[config.mk]
export PLATFORM = sky130hd
export DESIGN_NAME = fetch_prefetch_queue
export DESIGN_NICKNAME = d
export VERILOG_FILES = /design/src/rtl/fetch_prefetch_queue.sv
export SDC_FILE = /design/constraint.sdc
export NUM_CORES = 1
export LEC_CHECK = 0
export CAP_MARGIN = 20
export CORE_MARGIN = 4
export CORE_UTILIZATION = 40
export CTS_CLUSTER_SIZE = 14
export DETAILED_ROUTE_END_ITERATION = 8
export SLEW_MARGIN = 10
export SYNTH_ARGS = -nofsm -noshare
export SYNTH_HDL_FRONTEND = slang
export SYNTH_SLANG_ARGS = --single-unit
[constraint.sdc]
create_clock -name clk1 -period 3.2 [get_ports clk1]
set_input_delay 0.32 -clock clk1 [delete_from_list [all_inputs] [get_ports clk1]]
set_output_delay 0.32 -clock clk1 [all_outputs]
set_load 0.1 [all_outputs]
[src/rtl/fetch_prefetch_queue.sv]
// fetch_prefetch_queue
// Instruction prefetch buffer feeding the IF/ID latch. It issues one
// word-addressed read at a time over a req/ack handshake and queues up to
// DEPTH {ir, npc} pairs. The queue head is presented to the fetch stage.
// A taken-branch redirect flushes the queue and restarts fetch at the new
// pc. A request that is still outstanding when the redirect arrives is
// completed and its data is dropped.
module fetch_prefetch_queue #(
  parameter int DEPTH = 4,
  parameter int AW    = 10
) (
  input  logic                     clk1,
  input  logic                     rst_n,
  output logic                     mem_req,
  output logic [AW-1:0]            mem_addr,
  input  logic                     mem_ack,
  input  logic [31:0]              mem_rdata,
  output logic                     out_valid,
  output logic [31:0]              out_ir,
  output logic [31:0]              out_npc,
  input  logic                     out_ready,
  input  logic                     redirect,
  input  logic [31:0]              redirect_pc,
  input  logic                     halt,
  output logic [$clog2(DEPTH):0]   occupancy
);

  localparam int PW = $clog2(DEPTH);
  localparam int CW = PW + 1;
  localparam logic [CW-1:0] DEPTH_C = CW'(DEPTH);

  // IDLE: no request outstanding.
  // WAIT: a request is outstanding and its data will be kept.
  // DISCARD: a request is outstanding and its data will be dropped.
  localparam logic [1:0] IDLE    = 2'd0;
  localparam logic [1:0] WAIT    = 2'd1;
  localparam logic [1:0] DISCARD = 2'd2;

  logic [1:0]    state_r, state_nxt_s;
  logic [AW-1:0] pc_r, pc_nxt_s;
  logic [AW-1:0] addr_r, addr_nxt_s;
  logic [CW-1:0] count_r, count_nxt_s;
  logic [PW-1:0] rd_ptr_r, wr_ptr_r;
  logic [31:0]   ir_mem_r  [DEPTH];
  logic [AW-1:0] npc_mem_r [DEPTH];

  logic          push_s, pop_s, space_s, has_data_s;
  logic [AW-1:0] addr_inc_s, redirect_addr_s;
  logic          unused_pc_bits_s;

  assign redirect_addr_s  = redirect_pc[AW-1:0];
  assign unused_pc_bits_s = ^redirect_pc[31:AW];
  assign addr_inc_s       = addr_r + AW'(1);

  assign has_data_s = (count_r != {CW{1'b0}});
  assign pop_s      = has_data_s && out_ready && !redirect;
  assign push_s     = (state_r == WAIT) && mem_ack && !redirect;

  // Occupancy after this cycle's push/pop; decides whether a new issue fits.
  always_comb begin
    count_nxt_s = count_r + CW'(push_s) - CW'(pop_s);
    space_s     = (count_nxt_s < DEPTH_C);
  end

  // Fetch FSM next-state, next fetch pc and next request address.
  always_comb begin
    state_nxt_s = state_r;
    pc_nxt_s    = pc_r;
    addr_nxt_s  = addr_r;
    case (state_r)
      IDLE: begin
        if (redirect) begin
          pc_nxt_s = redirect_addr_s;
        end else if (!halt && space_s) begin
          state_nxt_s = WAIT;
          addr_nxt_s  = pc_r;
        end else begin
          state_nxt_s = IDLE;
        end
      end
      WAIT: begin
        if (!mem_ack) begin
          if (redirect) begin
            state_nxt_s = DISCARD;
            pc_nxt_s    = redirect_addr_s;
          end else begin
            state_nxt_s = WAIT;
          end
        end else if (redirect) begin
          // The returning word belongs to the old path; drop it.
          state_nxt_s = IDLE;
          pc_nxt_s    = redirect_addr_s;
        end else begin
          pc_nxt_s = addr_inc_s;
          if (space_s && !halt) begin
            state_nxt_s = WAIT;
            addr_nxt_s  = addr_inc_s;
          end else begin
            state_nxt_s = IDLE;
          end
        end
      end
      DISCARD: begin
        if (redirect) begin
          pc_nxt_s = redirect_addr_s;
        end else begin
          pc_nxt_s = pc_r;
        end
        if (mem_ack) begin
          state_nxt_s = IDLE;
        end else begin
          state_nxt_s = DISCARD;
        end
      end
      default: begin
        state_nxt_s = IDLE;
      end
    endcase
  end

  // FSM, fetch pc and request address registers.
  always_ff @(posedge clk1 or negedge rst_n) begin
    if (!rst_n) begin
      state_r <= IDLE;
      pc_r    <= {AW{1'b0}};
      addr_r  <= {AW{1'b0}};
    end else begin
      state_r <= state_nxt_s;
      pc_r    <= pc_nxt_s;
      addr_r  <= addr_nxt_s;
    end
  end

  // Queue pointers and entry count; a redirect empties the queue.
  always_ff @(posedge clk1 or negedge rst_n) begin
    if (!rst_n) begin
      count_r  <= {CW{1'b0}};
      rd_ptr_r <= {PW{1'b0}};
      wr_ptr_r <= {PW{1'b0}};
    end else if (redirect) begin
      count_r  <= {CW{1'b0}};
      rd_ptr_r <= {PW{1'b0}};
      wr_ptr_r <= {PW{1'b0}};
    end else begin
      count_r <= count_nxt_s;
      if (pop_s) begin
        rd_ptr_r <= rd_ptr_r + PW'(1);
      end
      if (push_s) begin
        wr_ptr_r <= wr_ptr_r + PW'(1);
      end
    end
  end

  // Queue storage: each entry holds the word and its fetch address + 1.
  always_ff @(posedge clk1 or negedge rst_n) begin
    if (!rst_n) begin
      for (int i = 0; i < DEPTH; i++) begin
        ir_mem_r[i]  <= 32'd0;
        npc_mem_r[i] <= {AW{1'b0}};
      end
    end else if (push_s) begin
      ir_mem_r[wr_ptr_r]  <= mem_rdata;
      npc_mem_r[wr_ptr_r] <= addr_inc_s;
    end
  end

  assign mem_req   = (state_r != IDLE);
  assign mem_addr  = addr_r;
  assign out_valid = has_data_s;
  assign occupancy = count_r;
  assign out_ir    = has_data_s ? ir_mem_r[rd_ptr_r] : 32'd0;
  assign out_npc   = has_data_s ? {{(32-AW){1'b0}}, npc_mem_r[rd_ptr_r]} : 32'd0;

endmodule

==> impl_results.md <==
* Status: completed
* DP HPWL at 14,100 um
* Initial cell density of the core at between 40% and 50%
* CORE AREA at about 0.024 mm2
* Yosys warning total at 0
* Avg Vias per Cell at 5.16
* Syn_area_per_cell at ~14 um2
* Total global routing overflow at 0
* Mapped cell area at 0.00984 mm2
* Critical path cell sequence: or3_1 -> nand2_1 -> nor2_1 -> ha_1 -> inv_1 -> ha_1 -> inv_1 -> fa_1 -> xnor3_1 -> o2111ai_4 -> buf_4 -> a211oi_1 -> a21o_1
* Most frequent cells in the layout: dfrtp_1 (192), mux2_4 (128), clkdlybuf4s50_1 (53)
* IO buf count at 104
* Net Sw Power at around 5200 uW
* Crit path buffers/inverters at 3
* Final setup violation count at 0
* Seq pwr share at 30.8%
* EDFF count, synth at 0
* Sequential element share of the synthesized area at about 50%
* Pleak at 0.00571 uW
* CTS tree: yes
* Clk_skew at 10.6 ps
* Min-delay src: redirect_pc[6]
* Antenna Nets Post-Route at 0
* Final hold violation count at 0
* Largest net degree at the start of global routing at between 80 and 90
* Longest Clk Path Bufs at 2
* Slowest cell on the critical path: dfrtp_2
* Crit Path Class: reg -> reg
* Worst r2r dst: mem_addr[3]
* Yosys top cell area share at between 50% and 60%
* Clk root buf: clkbuf_16
* Period Utilization, post-route at 92.6%
* R2R setup slack at 240 ps
* Dpl ws at 14.3 ps
* Vias in the first global route at 6,524
* Drt total wl at ~22,000 um
* CP Capture Type: flip-flop
* Die area at roughly 0.027 mm2
* Crit path required time at 3580 ps
* Clock share of power at a little under a fifth
* Final GP Congestion at 0.799
* Fmax at 337 MHz
* Cell family with most CP delay: adder cells
* PwrDens at 973 mW/mm2
* Antenna fix cells at 0
* Crit path arrival time at 3340 ps
* Fraction of power spent switching nets at 45.1%
* Routed wire length per instance at 19.5 um
* Initial antenna violation count at 0
* Share of layout cells above drive strength 1 at between 30% and 40%
* Post-synth cell types at 50
* Slew Viols, Final at 0
* Tot Pwr at ~12,000 uW
* Setup TNS at 0 ps
* Synth area leaders: dfrtp_1 (50%), mux2_4 (20%), mux4_2 (9.6%)
* Reg2reg start: occupancy[1]
* Max cap viols at 0
* Slew margin rel. at 34.7%
* Top_reg_cell synth: dfrtp_1
* Setup WS post-layout at ~240 ps
* Slew @ Worst Pin at roughly 980 ps
* Clk pin slew, worst setup/hold paths at roughly 80 ps
* RSZ-0062 raised after global routing: no
* Clk Latency, worst-skew pair at 430 ps
* Slowest stage delay, CP at 440 ps
* CTS sink count at slightly below 200
* Hold path cells at 3
* Hold EP: pc_r[6]
* Global-route wire length before repair at between 30,000 and 40,000 um
* Post-Syn Instances at 699
* Fraction of registers with async set/reset at 100%
* Die W at 165 um
* Commonest non-fill, non-tap cell in the layout: dfrtp_1
* Worst vdd ir at 0.890 mV
* Synthesized flop and latch total at between 150 and 200
* Net count, final at roughly 870
* Total GRT Usage at 17.2%
* Hold Path Class: in -> reg
* Hold_ws at ~480 ps
* Initial DRC count at around 260
* Num ports at approximately 150
* Filler cells at roughly 2,100
* Non-Filler Instances at 1,132
* Internal power at 6310 uW
* Pre-antenna DRT Iters at 4
* DRC at 0
* Vias at 5,840
* H-tree levels at 4
* # rows at 57
* Comb power frac at 50.3%
* Final Critical Period at approximately 3000 ps
* Area Overhead vs Synth at 20.2%
* Startpoint Class: flip-flop
* CTS Buf Count at 17
* Post-synth top area cell: dfrtp_1
* Die H at 165 um
* CP max FO at 8
* Inst Count DP at about 1,100
* R2r worst-path depth at 13
[metrics by stage]
step / util [%] / instance area, um2
final: 48.8 / 11800
after global placement: 46.2 / 11200
after CTS: 48.7 / 11800
after global routing: 48.8 / 11800
after detailed placement: 46.2 / 11200
after floorplan: - / 9920
[worst max path at each step]
stage | start | slack [ps] | cells past startpoint | end
floorplan | occupancy[0] | 20 | 14 | mem_addr[4]
global placement | mem_ack | 80 | 13 | mem_addr[3]
detailed placement | redirect | 10 | 13 | mem_addr[3]
CTS | occupancy[1] | 170 | 13 | mem_addr[3]
global route | occupancy[1] | 10 | 13 | mem_addr[3]
finish | occupancy[1] | 240 | 13 | mem_addr[3]
[power by group through the flow]
| stage | registers [uW] | logic (uW) | clock network, uW |
|---|---|---|---|
| floorplan | 3920 | 4040 | 0 |
| detailed placement | 3590 | 5850 | 0 |
| global placement | 3520 | 5770 | 0 |
| finish | 3540 | 5780 | 2170 |
| global route | 3630 | 6110 | 2340 |
| CTS | 3550 | 5860 | 2230 |
[timing repair]
action | CTS | global route
endpoints found under the setup margin | 0 | 3
setup buffers | 0 | 0
hold endpoints to repair | 82 | 0
hold buffers | 1 | 0
gates resized for setup | 0 | 1
[area by class of cell]
| class | instances | area [um2] | area share (%) |
|---|---|---|---|
| multi-input combinational | 444 | 4500 | 38.1 |
| timing repair buffer | 125 | 1340 | 11.4 |
| clock buffer | 18 | 439 | 3.71 |
| tap | 324 | 405 | 3.43 |
| clock inverter | 14 | 161 | 1.37 |
| sequential | 197 | 4940 | 41.8 |
| inverter | 10 | 37.5 | 0.317 |
[cells in the mapped netlist (2+ instances only)]
cell type / number
a21o_1: 2
mux2i_1: 2
nor3_1: 2
o31ai_1: 2
inv_1: 10
mux2_4: 128
buf_6: 12
or3_1: 3
mux2_2: 4
nand3_1: 4
nand4_1: 2
buf_4: 25
and2_1: 45
nor2b_1: 3
xnor2_1: 5
nor2_1: 20
a21oi_1: 12
clkbuf_1: 19
dfrtp_1: 197
ha_1: 7
o21ai_1: 6
nand2_1: 46
nand2_4: 4
xor2_1: 4
mux4_2: 42
a211oi_1: 2
a32oi_1: 4
a31o_2: 2
o22ai_1: 9
buf_2: 13
o21ai_0: 42
o22a_1: 3
[cells by family (layout without fill, tap and decap cells)]
family / Yosys count / in the layout / share of synthesized area [%]
AO/OA/AOI/OAI: 90 / 90 / 5.46
XOR/XNOR: 10 / 10 / 1.03
adder cells (fa/ha/maj): 8 / 8 / 1.09
buffers and inverters: 79 / 167 / 5.05
flip-flops: 197 / 197 / 50.1
multiplexers: 176 / 176 / 29.8
other: 1 / 22 / 0.0381
AND/OR/NAND/NOR: 138 / 138 / 7.39
[registers in the layout (all words and copies together), names as in the netlist]
| register | count |
|---|---|
| state_r | 2 |
| pc_r | 10 |
| rd_ptr_r | 2 |
| mem_addr | 10 |
| occupancy | 3 |
| npc_mem_r | 40 |
| wr_ptr_r | 2 |
| ir_mem_r | 128 |
[tightest hold or removal path, cell delays in order]
cell	delay, ps
clkdlybuf4s50_1	400
o22ai_1	100
a21oi_1	50
[routing by layer]
layer  vias up  routed length [um]  global-route usage, %
met5         -                   0                      0
met4         0                 264                   4.69
met2       140               11200                   29.0
met3        20                 939                   3.24
met1      3049                9650                   22.9
li1       2631                   -                      -
Note: power is estimated with default switching activity, not from simulation.
